**src/rtl/rob_alloc_ctrl_pkg.sv**
```systemverilog
`default_nettype none
// ============================================================================
// Module      : rob_alloc_ctrl_pkg
// Description : Shared types and helpers for the ROB allocate/commit sequencer.
// Revision    : 1.0 - initial release
// ============================================================================
package rob_alloc_ctrl_pkg;

    // Default log2 of the ROB depth.
    localparam int C_ROB_WIDTH = 6;

    // Sequencer states. The width is explicit so the encoding is stable.
    typedef enum logic [1:0] {
        ST_RUN     = 2'd0,
        ST_FLUSH   = 2'd1,
        ST_RECOVER = 2'd2
    } rob_ctrl_state_e;

    // Dispatch-side bundle at the default ROB width.
    typedef struct packed {
        logic [1:0][C_ROB_WIDTH-1:0] id;
        logic [1:0]                  fire;
    } rob_alloc_pkg_t;

    // Commit-side bundle at the default ROB width.
    typedef struct packed {
        logic [1:0][C_ROB_WIDTH-1:0] ptr;
        logic [1:0]                  valid;
    } rob_commit_sel_t;

    // Number of set bits in a 2-bit slot mask.
    function automatic logic [1:0] popcnt2(input logic [1:0] v);
        return {1'b0, v[0]} + {1'b0, v[1]};
    endfunction

endpackage
`default_nettype wire

```
**src/rtl/rob_alloc_ctrl_ptr_cnt.sv**
```systemverilog
`default_nettype none
// ============================================================================
// Module      : rob_alloc_ctrl_ptr_cnt
// Description : Head (allocate), tail (retire) and occupancy registers of the
//               ROB, with the mod-depth pointer adders.
// Revision    : 1.0 - initial release
// ============================================================================
module rob_alloc_ctrl_ptr_cnt #(
    parameter int ROB_WIDTH = 6
) (
    input  logic                 clk,
    input  logic                 rst,
    input  logic                 clear_i,
    input  logic [1:0]           nalloc_i,
    input  logic [1:0]           ncommit_i,
    output logic [ROB_WIDTH-1:0] head_o,
    output logic [ROB_WIDTH-1:0] tail_o,
    output logic [ROB_WIDTH:0]   cnt_o
);

    logic [ROB_WIDTH-1:0] r_head;
    logic [ROB_WIDTH-1:0] r_tail;
    logic [ROB_WIDTH:0]   r_cnt;

    // Pointers wrap naturally at the power-of-two depth; the parent only grants
    // allocations that fit, so the count never exceeds the depth.
    always_ff @(posedge clk) begin
        if (rst || clear_i) begin
            r_head <= '0;
            r_tail <= '0;
            r_cnt  <= '0;
        end else begin
            r_head <= r_head + ROB_WIDTH'(nalloc_i);
            r_tail <= r_tail + ROB_WIDTH'(ncommit_i);
            r_cnt  <= r_cnt + (ROB_WIDTH+1)'(nalloc_i) - (ROB_WIDTH+1)'(ncommit_i);
        end
    end

    assign head_o = r_head;
    assign tail_o = r_tail;
    assign cnt_o  = r_cnt;

endmodule
`default_nettype wire

```
**src/rtl/rob_alloc_ctrl.sv**
```systemverilog
`default_nettype none
// ============================================================================
// Module      : rob_alloc_ctrl
// Description : ROB sequencer. Grants 2-wide dispatch its ROB ids, presents
//               in-order 2-wide commit candidates and runs the
//               RUN/FLUSH/RECOVER sequence after a commit-stage redirect.
// Revision    : 1.0 - initial release
// ============================================================================
module rob_alloc_ctrl
    import rob_alloc_ctrl_pkg::*;
#(
    parameter int ROB_WIDTH      = C_ROB_WIDTH,
    parameter int RECOVER_CYCLES = 2
) (
    input  logic                      clk,
    input  logic                      rst,
    input  logic [1:0]                alloc_req_i,
    output logic                      alloc_ready_o,
    output logic [1:0][ROB_WIDTH-1:0] alloc_id_o,
    output logic [1:0]                alloc_fire_o,
    output logic [1:0][ROB_WIDTH-1:0] commit_ptr_o,
    input  logic [1:0]                complete_i,
    output logic [1:0]                commit_valid_o,
    input  logic [1:0]                commit_ack_i,
    input  logic                      redirect_i,
    output logic                      flush_o,
    output logic [ROB_WIDTH:0]        rob_cnt_o,
    output logic                      rob_full_o,
    output logic                      rob_empty_o
);

    localparam logic [ROB_WIDTH:0] C_DEPTH   = {1'b1, {ROB_WIDTH{1'b0}}};
    localparam logic [3:0]         C_RECOVER = 4'(RECOVER_CYCLES);

    rob_ctrl_state_e      r_state;
    logic [3:0]           r_recover_cnt;

    logic [ROB_WIDTH-1:0] w_head;
    logic [ROB_WIDTH-1:0] w_tail;
    logic [ROB_WIDTH:0]   w_cnt;
    logic [ROB_WIDTH:0]   w_free;
    logic                 w_run;
    logic                 w_ready;
    logic                 w_cv0;
    logic                 w_cv1;
    logic [1:0]           w_nreq;
    logic [1:0]           w_fire;
    logic [1:0]           w_commit_eff;
    logic [1:0]           w_nalloc;
    logic [1:0]           w_ncommit;
    logic                 w_clear;

    // Dispatch grant, commit candidates and pointer-advance amounts.
    always_comb begin
        w_run   = (r_state == ST_RUN);
        w_nreq  = popcnt2(alloc_req_i);
        // Free space uses the registered count only; same-cycle retirements
        // do not create room, and requests are granted all-or-nothing.
        w_free  = C_DEPTH - w_cnt;
        w_ready = w_run && (w_free >= {{(ROB_WIDTH-1){1'b0}}, w_nreq});
        w_fire  = alloc_req_i & {2{w_ready}};

        w_cv0 = w_run & complete_i[0] & (w_cnt != '0);
        w_cv1 = w_run & complete_i[1] & (w_cnt > (ROB_WIDTH+1)'(1)) & w_cv0;
        // Retirement is strictly in order: slot 1 only retires behind slot 0.
        w_commit_eff = {commit_ack_i[1] & commit_ack_i[0] & w_cv1,
                        commit_ack_i[0] & w_cv0};

        w_nalloc  = popcnt2(w_fire);
        w_ncommit = popcnt2(w_commit_eff);
        w_clear   = w_run & redirect_i;
    end

    assign alloc_ready_o   = w_ready;
    assign alloc_fire_o    = w_fire;
    // A lone slot-1 request takes head itself.
    assign alloc_id_o[0]   = w_head;
    assign alloc_id_o[1]   = w_head + ROB_WIDTH'(alloc_req_i[0]);
    assign commit_ptr_o[0] = w_tail;
    assign commit_ptr_o[1] = w_tail + ROB_WIDTH'(1);
    assign commit_valid_o  = {w_cv1, w_cv0};
    assign flush_o         = (r_state == ST_FLUSH);
    assign rob_cnt_o       = w_cnt;
    assign rob_full_o      = (w_cnt == C_DEPTH);
    assign rob_empty_o     = (w_cnt == '0);

    rob_alloc_ctrl_ptr_cnt #(
        .ROB_WIDTH (ROB_WIDTH)
    ) u_ptr_cnt (
        .clk       (clk),
        .rst       (rst),
        .clear_i   (w_clear),
        .nalloc_i  (w_nalloc),
        .ncommit_i (w_ncommit),
        .head_o    (w_head),
        .tail_o    (w_tail),
        .cnt_o     (w_cnt)
    );

    // Redirect sequencer: one flush cycle, then hold dispatch for the recovery window.
    always_ff @(posedge clk) begin
        if (rst) begin
            r_state       <= ST_RUN;
            r_recover_cnt <= 4'd0;
        end else begin
            case (r_state)
                ST_RUN: begin
                    if (redirect_i) begin
                        r_state <= ST_FLUSH;
                    end
                end
                ST_FLUSH: begin
                    if (C_RECOVER == 4'd0) begin
                        r_state <= ST_RUN;
                    end else begin
                        r_state       <= ST_RECOVER;
                        r_recover_cnt <= C_RECOVER;
                    end
                end
                ST_RECOVER: begin
                    r_recover_cnt <= r_recover_cnt - 4'd1;
                    if (r_recover_cnt <= 4'd1) begin
                        r_state <= ST_RUN;
                    end
                end
                default: begin
                    r_state <= ST_RUN;
                end
            endcase
        end
    end

endmodule
`default_nettype wire

```
**config.mk**
```make
export PLATFORM = sky130hd
export DESIGN_NAME = rob_alloc_ctrl
export DESIGN_NICKNAME = d
export VERILOG_FILES = /design/src/rtl/rob_alloc_ctrl_pkg.sv /design/src/rtl/rob_alloc_ctrl_ptr_cnt.sv /design/src/rtl/rob_alloc_ctrl.sv
export SDC_FILE = /design/constraint.sdc
export NUM_CORES = 1
export LEC_CHECK = 0
export BUFFER_PORTS_ARGS = -buffer_cell sky130_fd_sc_hd__buf_2
export CAP_MARGIN = 20
export CORE_MARGIN = 3
export CORE_UTILIZATION = 54
export CTS_CLUSTER_SIZE = 10
export DETAILED_ROUTE_END_ITERATION = 10
export PLACE_DENSITY = 0.91
export SYNTH_ARGS = -nofsm -noshare
export SYNTH_HDL_FRONTEND = slang
export SYNTH_SLANG_ARGS = --single-unit
```
**constraint.sdc**
```tcl
create_clock -name clk -period 3.9 [get_ports clk]
set_input_delay 0 -clock clk [delete_from_list [all_inputs] [get_ports clk]]
set_output_delay 0 -clock clk [all_outputs]
set_load 0.03 [all_outputs]
```
==> impl_metrics.tcl, run 1 <==
set metrics [dict create \
    grt_pass1_vias 1657 \
    cts_root_buffer "clkbuf_8" \
    dp.cells 317 \
    yosysSeqAreaShare 0.2527 \
    worstSetupPathType "flip-flop to flip-flop" \
    initial_core_util 0.5754 \
    synth_area_leader_cell "dfxtp_1" \
    syn-cell-area_um2 1981 \
    power_frac_seq 0.225 \
    num-nets-final 323 \
    fill_cells 267 \
    p_leak_nw 1.125 \
    grt.total_usage 0.2112 \
    clk_latency_ns 0.27 \
    antenna_found_initial 0 \
    area_growth_syn_to_layout_pct 17.81 \
    crit_arrival_ns 3.90 \
    internal_power_w 0.0008155 \
    grt_pass1_wl_um 7307 \
    switching_share 0.4967 \
    worstSetupStartpointType "flip-flop" \
    globalRoute.totalOverflow 0 \
    synthTopCellsByCount "33 x inv_1, 32 x ha_1, 25 x dfxtp_1" \
    slew_headroom 0.5786 \
    drt-initial-drc-count 72 \
    yosys_warnings 0 \
    setup_viol 0 \
    slowest_stage "dfxtp_4" \
    viasPerCell 5.350 \
    fin_ws_ns 0.2151 \
    die_area_um2 4430 \
    p_comb_frac 0.680 \
    synth_edf_count 0 \
    crit_chain "inv_1 > ha_1 > ha_1 > a221oi_2 > a41oi_4 > and2_4 > ha_1 > inv_1 > ha_1 > inv_1 > ha_1 > inv_1 > fa_2 > nand2b_1 > a221o_1 > a21oi_1 > nand3b_1" \
    cpPeakStageDelay_ns 0.39 \
    synth.avg_cell_area_um2 8.612 \
    diodes 0 \
    drive_above_1_share 0.2527 \
    cpLargestDelayFamily "adder cells" \
    cp_common_cell "ha_1" \
    htreeDepth 1 \
    die_x_um 66.56 \
    ys_ff_latch 25 \
    drtPass1Iterations 4 \
    drt_wl_total_um 4256 \
    finalCritPeriodShare 0.9448 \
    multi_input_area_um2 1333 \
    status "finished clean" \
    switchingPower_w 0.0008049 \
    postSynthCellCount 230 \
    fin_skew_ns 0.003946 \
    cap_violations 0 \
    cts.sink_count 25 \
    maxSlewViolCount 0 \
    wl_per_cell_um 13.18 \
    vias 1728 \
    max_freq_mhz 271.4 \
    fin_cells 323 \
    place_hpwl_um 3414 \
    syn_nets 275 \
    portBuffers 47 \
    ioPinCount 48 \
    worst-path-max-fanout 6 \
    p_clk_frac 0.096 \
    vdd_drop_max_uv 349.9 \
    die_y_um 66.56 \
    crit_buf_inv 4 \
    place.gp.congestion 0.7859 \
    placement.setup.worst_slack_ns 0.06746 \
    cts_tree "yes" \
    clock_path_buffers 2 \
    route.detailed.drc 0 \
    std_cell_rows 21 \
    tightestPinTransition_ns 0.6320 \
    ys_types 42 \
    grt_max_degree 19 \
    core_um2 3442 \
    power.density_nw_per_um2 694.4 \
    seq_area_um2 511.7 \
    end_kind "flip-flop" \
    hold_class "input port to flip-flop" \
    path_clk_slew_ns 0.08 \
    crit_required_ns 4.11 \
    cts_buffers 3 \
    synth_area_leaders "dfxtp_1 25%, ha_1 20%, inv_1 6.3%" \
    ant_nets 0 \
    synth_top_flop_cell "dfxtp_1" \
    fin_crit_ns 3.685 \
    ys_async_sr_fraction 0 \
    synth_top_area_frac 0.2527 \
    synth.most_common_cell "inv_1" \
    finalHoldViolations 0 \
]
## tightest hold or removal path, stage by stage
cell and delay, ns:
buf_2 0.11, nor2_1 0.06, o21ai_0 0.14, a21oi_1 0.06
## worst paths after layout
kind | startpoint | slack, ns | cells after the start | to
worst max-delay path | u_ptr_cnt.cnt_o[0] | 0.22 | 17 | u_ptr_cnt.cnt_o[6]
worst min-delay path | redirect_i | 0.15 | 4 | r_state[0]
worst min register to register | r_recover_cnt[3] | 0.50 | 2 | r_recover_cnt[3]
worst max register to register | u_ptr_cnt.cnt_o[0] | 0.22 | 17 | u_ptr_cnt.cnt_o[6]
## timing repair
item / in CTS / in global routing
hold endpoints to repair: 6 / 0
hold buffers: 1 / 0
setup buffers: 0 / 1
gates resized for setup: 0 / 4
setup endpoints to repair: 0 / 2
## sequential cells by signal, summed over array words and instances (netlist names)
name,count
u_ptr_cnt.cnt_o,7
u_ptr_cnt.head_o,6
u_ptr_cnt.tail_o,6
r_recover_cnt,4
r_state,2
## cell type report
type	count	area share
clock inverters	1	0.002681
clock buffers	3	0.01769
multi-input cells	165	0.5710
inverters	33	0.05308
well taps	46	0.02466
flip-flops and latches	25	0.2193
repair buffers	50	0.1115
## layout by cell type (no fill, tap or decap), drive strengths merged, types with 2 or more instances in the layout
master and instances:
buf 49, inv 34, ha 32, dfxtp 25
nor2 21, a21oi 13, nand3 12, xor2 10
xnor2 8, o21ai 8, nand3b 6, nand2 6
and2 6, nand2b 5, fa 4, nor3 3
or3 3, nand4b 3, clkbuf 3, a21bo 2
a21o 2, nor2b 2, o211ai 2, nor4b 2
## stage by stage
step                      setup TNS (ns)  utilization  power [W]  instance area (µm²)  hold slack [ns]
after floorplan                        0            -   0.001204                 2007           0.1733
after global placement                 0       0.6561   0.001388                 2258           0.2762
after detailed placement               0       0.6561   0.001430                 2258           0.2803
after CTS                              0       0.6728   0.001591                 2316           0.1363
after global routing           -0.003543       0.6779   0.001767                 2333           0.2112
final                                  0       0.6779   0.001620                 2333           0.1506
## cell families after synthesis
kind of cell             after synthesis  share of synthesized area
AO/OA/AOI/OAI                         39                     0.1377
XOR/XNOR                              18                    0.07960
adder cells (fa/ha/maj)               36                     0.2426
buffers and inverters                 40                    0.08717
flip-flops                            25                     0.2527
AND/OR/NAND/NOR                       72                     0.2003
## routing by layer
metal,vias up,part of all wire,global-route usage
li1,869,-,-
met1,805,0.45,0.2601
met2,48,0.48,0.3577
met3,6,0.048,0.03541
met4,0,0.014,0.09391
met5,-,0,0
## power groups by stage
stage	logic, W	registers (W)	clock network, W
after floorplan	0.000774	0.000430	0
after global placement	0.00102	0.000365	0
after detailed placement	0.00106	0.000370	0
after CTS	0.00107	0.000363	0.000161
after global routing	0.00122	0.000373	0.000172
final	0.00110	0.000364	0.000155
Power figures use the tool's default switching activity.
==> inputs of run 2 (changes only) <==
--- a/config.mk
+++ b/config.mk
@@ -11,7 +11,8 @@
 export CORE_UTILIZATION = 54
 export CTS_CLUSTER_SIZE = 10
 export DETAILED_ROUTE_END_ITERATION = 10
-export PLACE_DENSITY = 0.91
+export PLACE_DENSITY = 0.8
+export RECOVER_POWER = 25
 export SYNTH_ARGS = -nofsm -noshare
 export SYNTH_HDL_FRONTEND = slang
 export SYNTH_SLANG_ARGS = --single-unit
==> run 2 against run 1 <==
Effect of this change:
- sequential share of layout area grew 0.32 points
- sequential power is essentially flat
- die area is the same
- core utilization shrank 1.1 points
- worst hold slack lost 0.14 ns
- clock skew grew 0.0043 ns
- setup slack lost 0.087 ns
- total power shrank 0.80%
- combinational power is essentially flat
- critical path depth shrank 3
- largest cell class unchanged
- largest power group unchanged
==> impl_metrics.tcl, run 2 (same netlist as run 1, synthesis figures left out) <==
set metrics [dict create \
    hold-worst-slack_ns 0.007232 \
    ioPinCount 48 \
    hold_class "input port to flip-flop" \
    fin_crit_ns 3.772 \
    fill_cells 310 \
    drt_wl_total_um 4298 \
    antenna_found_initial 0 \
    grt.total_usage 0.1986 \
    crit_arrival_ns 3.99 \
    core_um2 3442 \
    final_cell_mix "33 x inv_1, 32 x ha_1, 31 x buf_2" \
    htreeDepth 1 \
    vias 1732 \
    maxSlewViolCount 0 \
    drt-initial-drc-count 66 \
    drtPass1Iterations 4 \
    final.setup.tns_ns 0 \
    p_leak_nw 1.048 \
    route.detailed.drc 0 \
    cts_buffers 3 \
    place.gp.congestion 0.7708 \
    slew_headroom 0.6233 \
    viasPerCell 5.396 \
    final_common_cell "inv_1" \
    diodes 0 \
    setup_viol 0 \
    crit_required_ns 4.11 \
    end_kind "flip-flop" \
    cts_tree "yes" \
    worstSetupPathType "flip-flop to flip-flop" \
    status "finished clean" \
    post_dp_cell_area_um2 2258 \
    cts_root_buffer "clkbuf_8" \
    seq_area_um2 510.5 \
    p_total_w 0.001607 \
    multi_input_area_um2 1335 \
    cts_setup_buffers 0 \
    wl_per_cell_um 13.39 \
    fin_area_um2 2295 \
    die_x_um 66.56 \
    finalHoldViolations 0 \
    std_cell_rows 21 \
    fin_cells 321 \
    area_growth_syn_to_layout_pct 15.86 \
    worstSetupStartpointType "flip-flop" \
    fin_skew_ns 0.008243 \
    initial_core_util 0.5754 \
    globalRoute.totalOverflow 0 \
    clock_path_buffers 2 \
    grt_max_degree 19 \
    die_y_um 66.56 \
    worst-path-max-fanout 6 \
    cap_violations 0 \
    clk_latency_ns 0.27 \
    die_area_um2 4430 \
    largest_reg_flops 7 \
    portBuffers 47 \
    place_hpwl_um 3314 \
    grt_pass1_vias 1551 \
    tightestPinTransition_ns 0.5651 \
    grt_pass1_wl_um 6817 \
    power.density_nw_per_um2 700.5 \
    path_clk_slew_ns 0.09 \
    drive_above_1_share 0.1855 \
    cts.sink_count 25 \
    num-nets-final 321 \
    dp.cells 317 \
    finalCritPeriodShare 0.9672 \
    vdd_drop_max_uv 305.9 \
    ant_nets 0 \
    max_freq_mhz 265.1 \
]
run 2: changes by cell type in the layout (fill, tap and decap cells not counted), sizes merged:
cell,previous run,this run
clkbuf,3,20
dlygate4sd3,1,0
inv,34,33
buf,49,32
run 2: what timing repair did:
action	CTS	global route
gates resized for setup	0	3
hold endpoints to repair	0	0
hold buffers	0	0
endpoints found under the setup margin	0	2
run 2: final cells by class:
cell class,count,area share
Inverter,33,0.05398
Clock buffer,4,0.01963
Tap cell,46,0.02508
Sequential cell,25,0.2225
Multi-Input combinational cell,165,0.5818
Timing Repair Buffer,48,0.09706
run 2: worst max-delay path: stages, from the launching register on:
cell and delay (ns):
dfxtp_4 0.39, inv_1 0.07, ha_1 0.29, ha_1 0.31, a221oi_2 0.34, a41oi_4 0.16, and2_4 0.18, ha_1 0.21
inv_1 0.12, fa_2 0.49, fa_2 0.41, nand2b_1 0.17, a221o_1 0.31, a21oi_1 0.14, nand3b_1 0.12
run 2: metrics by stage:
step | setup WS, ns | util
global route | -0.01427 | 0.6667
CTS | 0.02749 | 0.6692
global placement | 0.1798 | 0.6561
finish | 0.1281 | 0.6667
detailed placement | 0.05411 | 0.6561
floorplan | 0.001529 | -
run 2: worst paths after layout:
kind                      startpoint                 end  slack (ns)  cells after the start
hold / removal                   rst    r_recover_cnt[3]       0.007                      2
setup reg to reg  u_ptr_cnt.cnt_o[0]  u_ptr_cnt.cnt_o[6]        0.13                     14
hold reg to reg     r_recover_cnt[3]    r_recover_cnt[3]        0.50                      2
setup / recovery  u_ptr_cnt.cnt_o[0]  u_ptr_cnt.cnt_o[6]        0.13                     14
run 2: metal layers:
| layer | up-vias | wire length, µm | track usage |
|---|---|---|---|
| met3 | 10 | 319 | 0.04384 |
| met2 | 61 | 2040 | 0.3342 |
| met4 | 0 | 74 | 0.05584 |
| met1 | 793 | 1864 | 0.2534 |
| li1 | 868 | - | - |
| met5 | - | 0 | 0 |
run 2: power by group:
group / internal (W) / switching, W
Sequential: 0.000310 / 0.0000564
Clock: 0.0000731 / 0.0000809
Combinational: 0.000420 / 0.000667
==> inputs of run 3 (changes only) <==
--- a/config.mk
+++ b/config.mk
@@ -12,7 +12,6 @@
 export CTS_CLUSTER_SIZE = 10
 export DETAILED_ROUTE_END_ITERATION = 10
 export PLACE_DENSITY = 0.8
-export RECOVER_POWER = 25
 export SYNTH_ARGS = -nofsm -noshare
 export SYNTH_HDL_FRONTEND = slang
 export SYNTH_SLANG_ARGS = --single-unit
==> run 3 against run 2 <==
Effect of this change:
- sequential share of layout area decreased by 0.19 points
- global-route usage unchanged
- combinational power about the same
- sequential cell count unchanged
- critical path depth unchanged
- die area unchanged
- worst hold slack about the same
- total power increased by 0.53%
- clock-buffer cell count unchanged
==> impl_metrics.tcl, run 3 (same netlist as run 1, synthesis figures left out) <==
set metrics [dict create \
    largest_reg_flops 7 \
    grt_pass1_wl_um 6817 \
    core_um2 3442 \
    vdd_drop_max_uv 306.0 \
    fin_area_um2 2315 \
    finalHoldViolations 0 \
    fin_crit_ns 3.779 \
    cts_root_buffer "clkbuf_8" \
    crit_arrival_ns 3.99 \
    final_util 0.6725 \
    end_kind "flip-flop" \
    drive_above_1_share 0.2436 \
    cts_buffers 3 \
    slew_headroom 0.6254 \
    place_hpwl_um 3314 \
    grt_max_degree 19 \
    htreeDepth 1 \
    fin_cells 321 \
    die_area_um2 4430 \
    cts_tree "yes" \
    slowest_stage "fa_2" \
    portBuffers 47 \
    num-nets-final 321 \
    cpLargestDelayFamily "adder cells" \
    route.detailed.drc 0 \
    fill_cells 303 \
    worstSetupPathType "flip-flop to flip-flop" \
    drt-initial-drc-count 81 \
    ioPinCount 48 \
    final_cell_mix "47 x buf_2, 33 x inv_1, 32 x ha_1" \
    max_freq_mhz 264.6 \
    cts_hold_buf 0 \
    crit_required_ns 4.11 \
    place.gp.congestion 0.7708 \
    area_growth_syn_to_layout_pct 16.87 \
    hold_class "input port to flip-flop" \
    crit_buf_inv 2 \
    ant_nets 0 \
    maxSlewViolCount 0 \
    antenna_found_initial 0 \
    cts.sink_count 25 \
    cap_violations 0 \
    worstSetupStartpointType "flip-flop" \
    crit_chain "inv_1 > ha_1 > ha_1 > a221oi_2 > a41oi_4 > and2_4 > ha_1 > inv_1 > fa_2 > fa_2 > nand2b_1 > a221o_1 > a21oi_1 > nand3b_1" \
    worst-path-max-fanout 6 \
    clk_latency_ns 0.27 \
    status "finished clean" \
    p_total_w 0.001616 \
    finalCritPeriodShare 0.9689 \
    diodes 0 \
    setup_viol 0 \
    fin_ws_ns 0.1213 \
    placement.setup.worst_slack_ns 0.05411 \
    wl_per_cell_um 13.35 \
    cpPeakStageDelay_ns 0.49 \
    initial_core_util 0.5754 \
    viasPerCell 5.355 \
    fin_skew_ns 0.007411 \
    drtPass1Iterations 4 \
    grt.total_usage 0.1986 \
    std_cell_rows 21 \
    power.density_nw_per_um2 698.1 \
    cp_common_cell "ha_1" \
    clock_path_buffers 2 \
    die_x_um 66.56 \
    multi_input_area_um2 1335 \
    dp.cells 317 \
    drt_wl_total_um 4286 \
    path_clk_slew_ns 0.09 \
    post_dp_cell_area_um2 2258 \
    seq_area_um2 510.5 \
    tightestPinTransition_ns 0.5618 \
    grt_pass1_vias 1551 \
    globalRoute.totalOverflow 0 \
    vias 1719 \
    die_y_um 66.56 \
    p_leak_nw 1.111 \
    final_common_cell "buf_2" \
]
==> run 3: cell types whose count changed in the layout (fill, tap and decap cells not counted) <==
cell,change
buf_2,+16
clkbuf_1,-16
==> run 3: layer usage <==
layer | part of all wire | vias to the layer above | track usage
met3 | 0.069 | 10 | 0.04384
met1 | 0.44 | 786 | 0.2534
li1 | - | 865 | -
met4 | 0.017 | 0 | 0.05584
met2 | 0.47 | 58 | 0.3342
met5 | 0 | - | 0
==> run 3: worst paths after layout <==
check / start / to / slack, ns / depth (start not counted)
max reg2reg: u_ptr_cnt.cnt_o[0] / u_ptr_cnt.cnt_o[6] / 0.12 / 14
min reg2reg: r_recover_cnt[3] / r_recover_cnt[3] / 0.50 / 2
min: rst / r_recover_cnt[3] / 0.007 / 2
max: u_ptr_cnt.cnt_o[0] / u_ptr_cnt.cnt_o[6] / 0.12 / 14
==> run 3: layout make-up <==
type                       instances  area share
tap                               46     0.02486
timing repair buffer              48      0.1049
inverter                          33     0.05351
sequential                        25      0.2205
clock buffer                       4     0.01946
multi-input combinational        165      0.5768
==> run 3: what timing repair did <==
item,CTS,global route
resized for setup,0,3
endpoints found under the hold margin,0,0
setup endpoints to repair,0,2
setup buffers,0,0
==> run 3: report_power, final <==
part / switching [W] / leakage, nW / internal [W]
clock: 0.0000803 / 0.0228 / 0.0000730
sequential: 0.0000558 / 0.206 / 0.000310
combinational: 0.000667 / 0.882 / 0.000431
total: 0.000803 / 1.11 / 0.000813
==> run 3: stage by stage <==
stage | TNS (ns) | hold WS [ns]
floorplan | 0 | 0.1733
global placement | 0 | 0.2821
detailed placement | 0 | 0.2982
CTS | 0 | 0.005041
global route | -0.01263 | 0.02075
finish | 0 | 0.007288
==> run 3: worst reg2reg max path, cell delays in order (launching register included) <==
cell and delay (ns):
dfxtp_4 0.40, inv_1 0.07, ha_1 0.29, ha_1 0.31, a221oi_2 0.34, a41oi_4 0.17, and2_4 0.18, ha_1 0.21
inv_1 0.13, fa_2 0.49, fa_2 0.41, nand2b_1 0.17, a221o_1 0.31, a21oi_1 0.14, nand3b_1 0.12
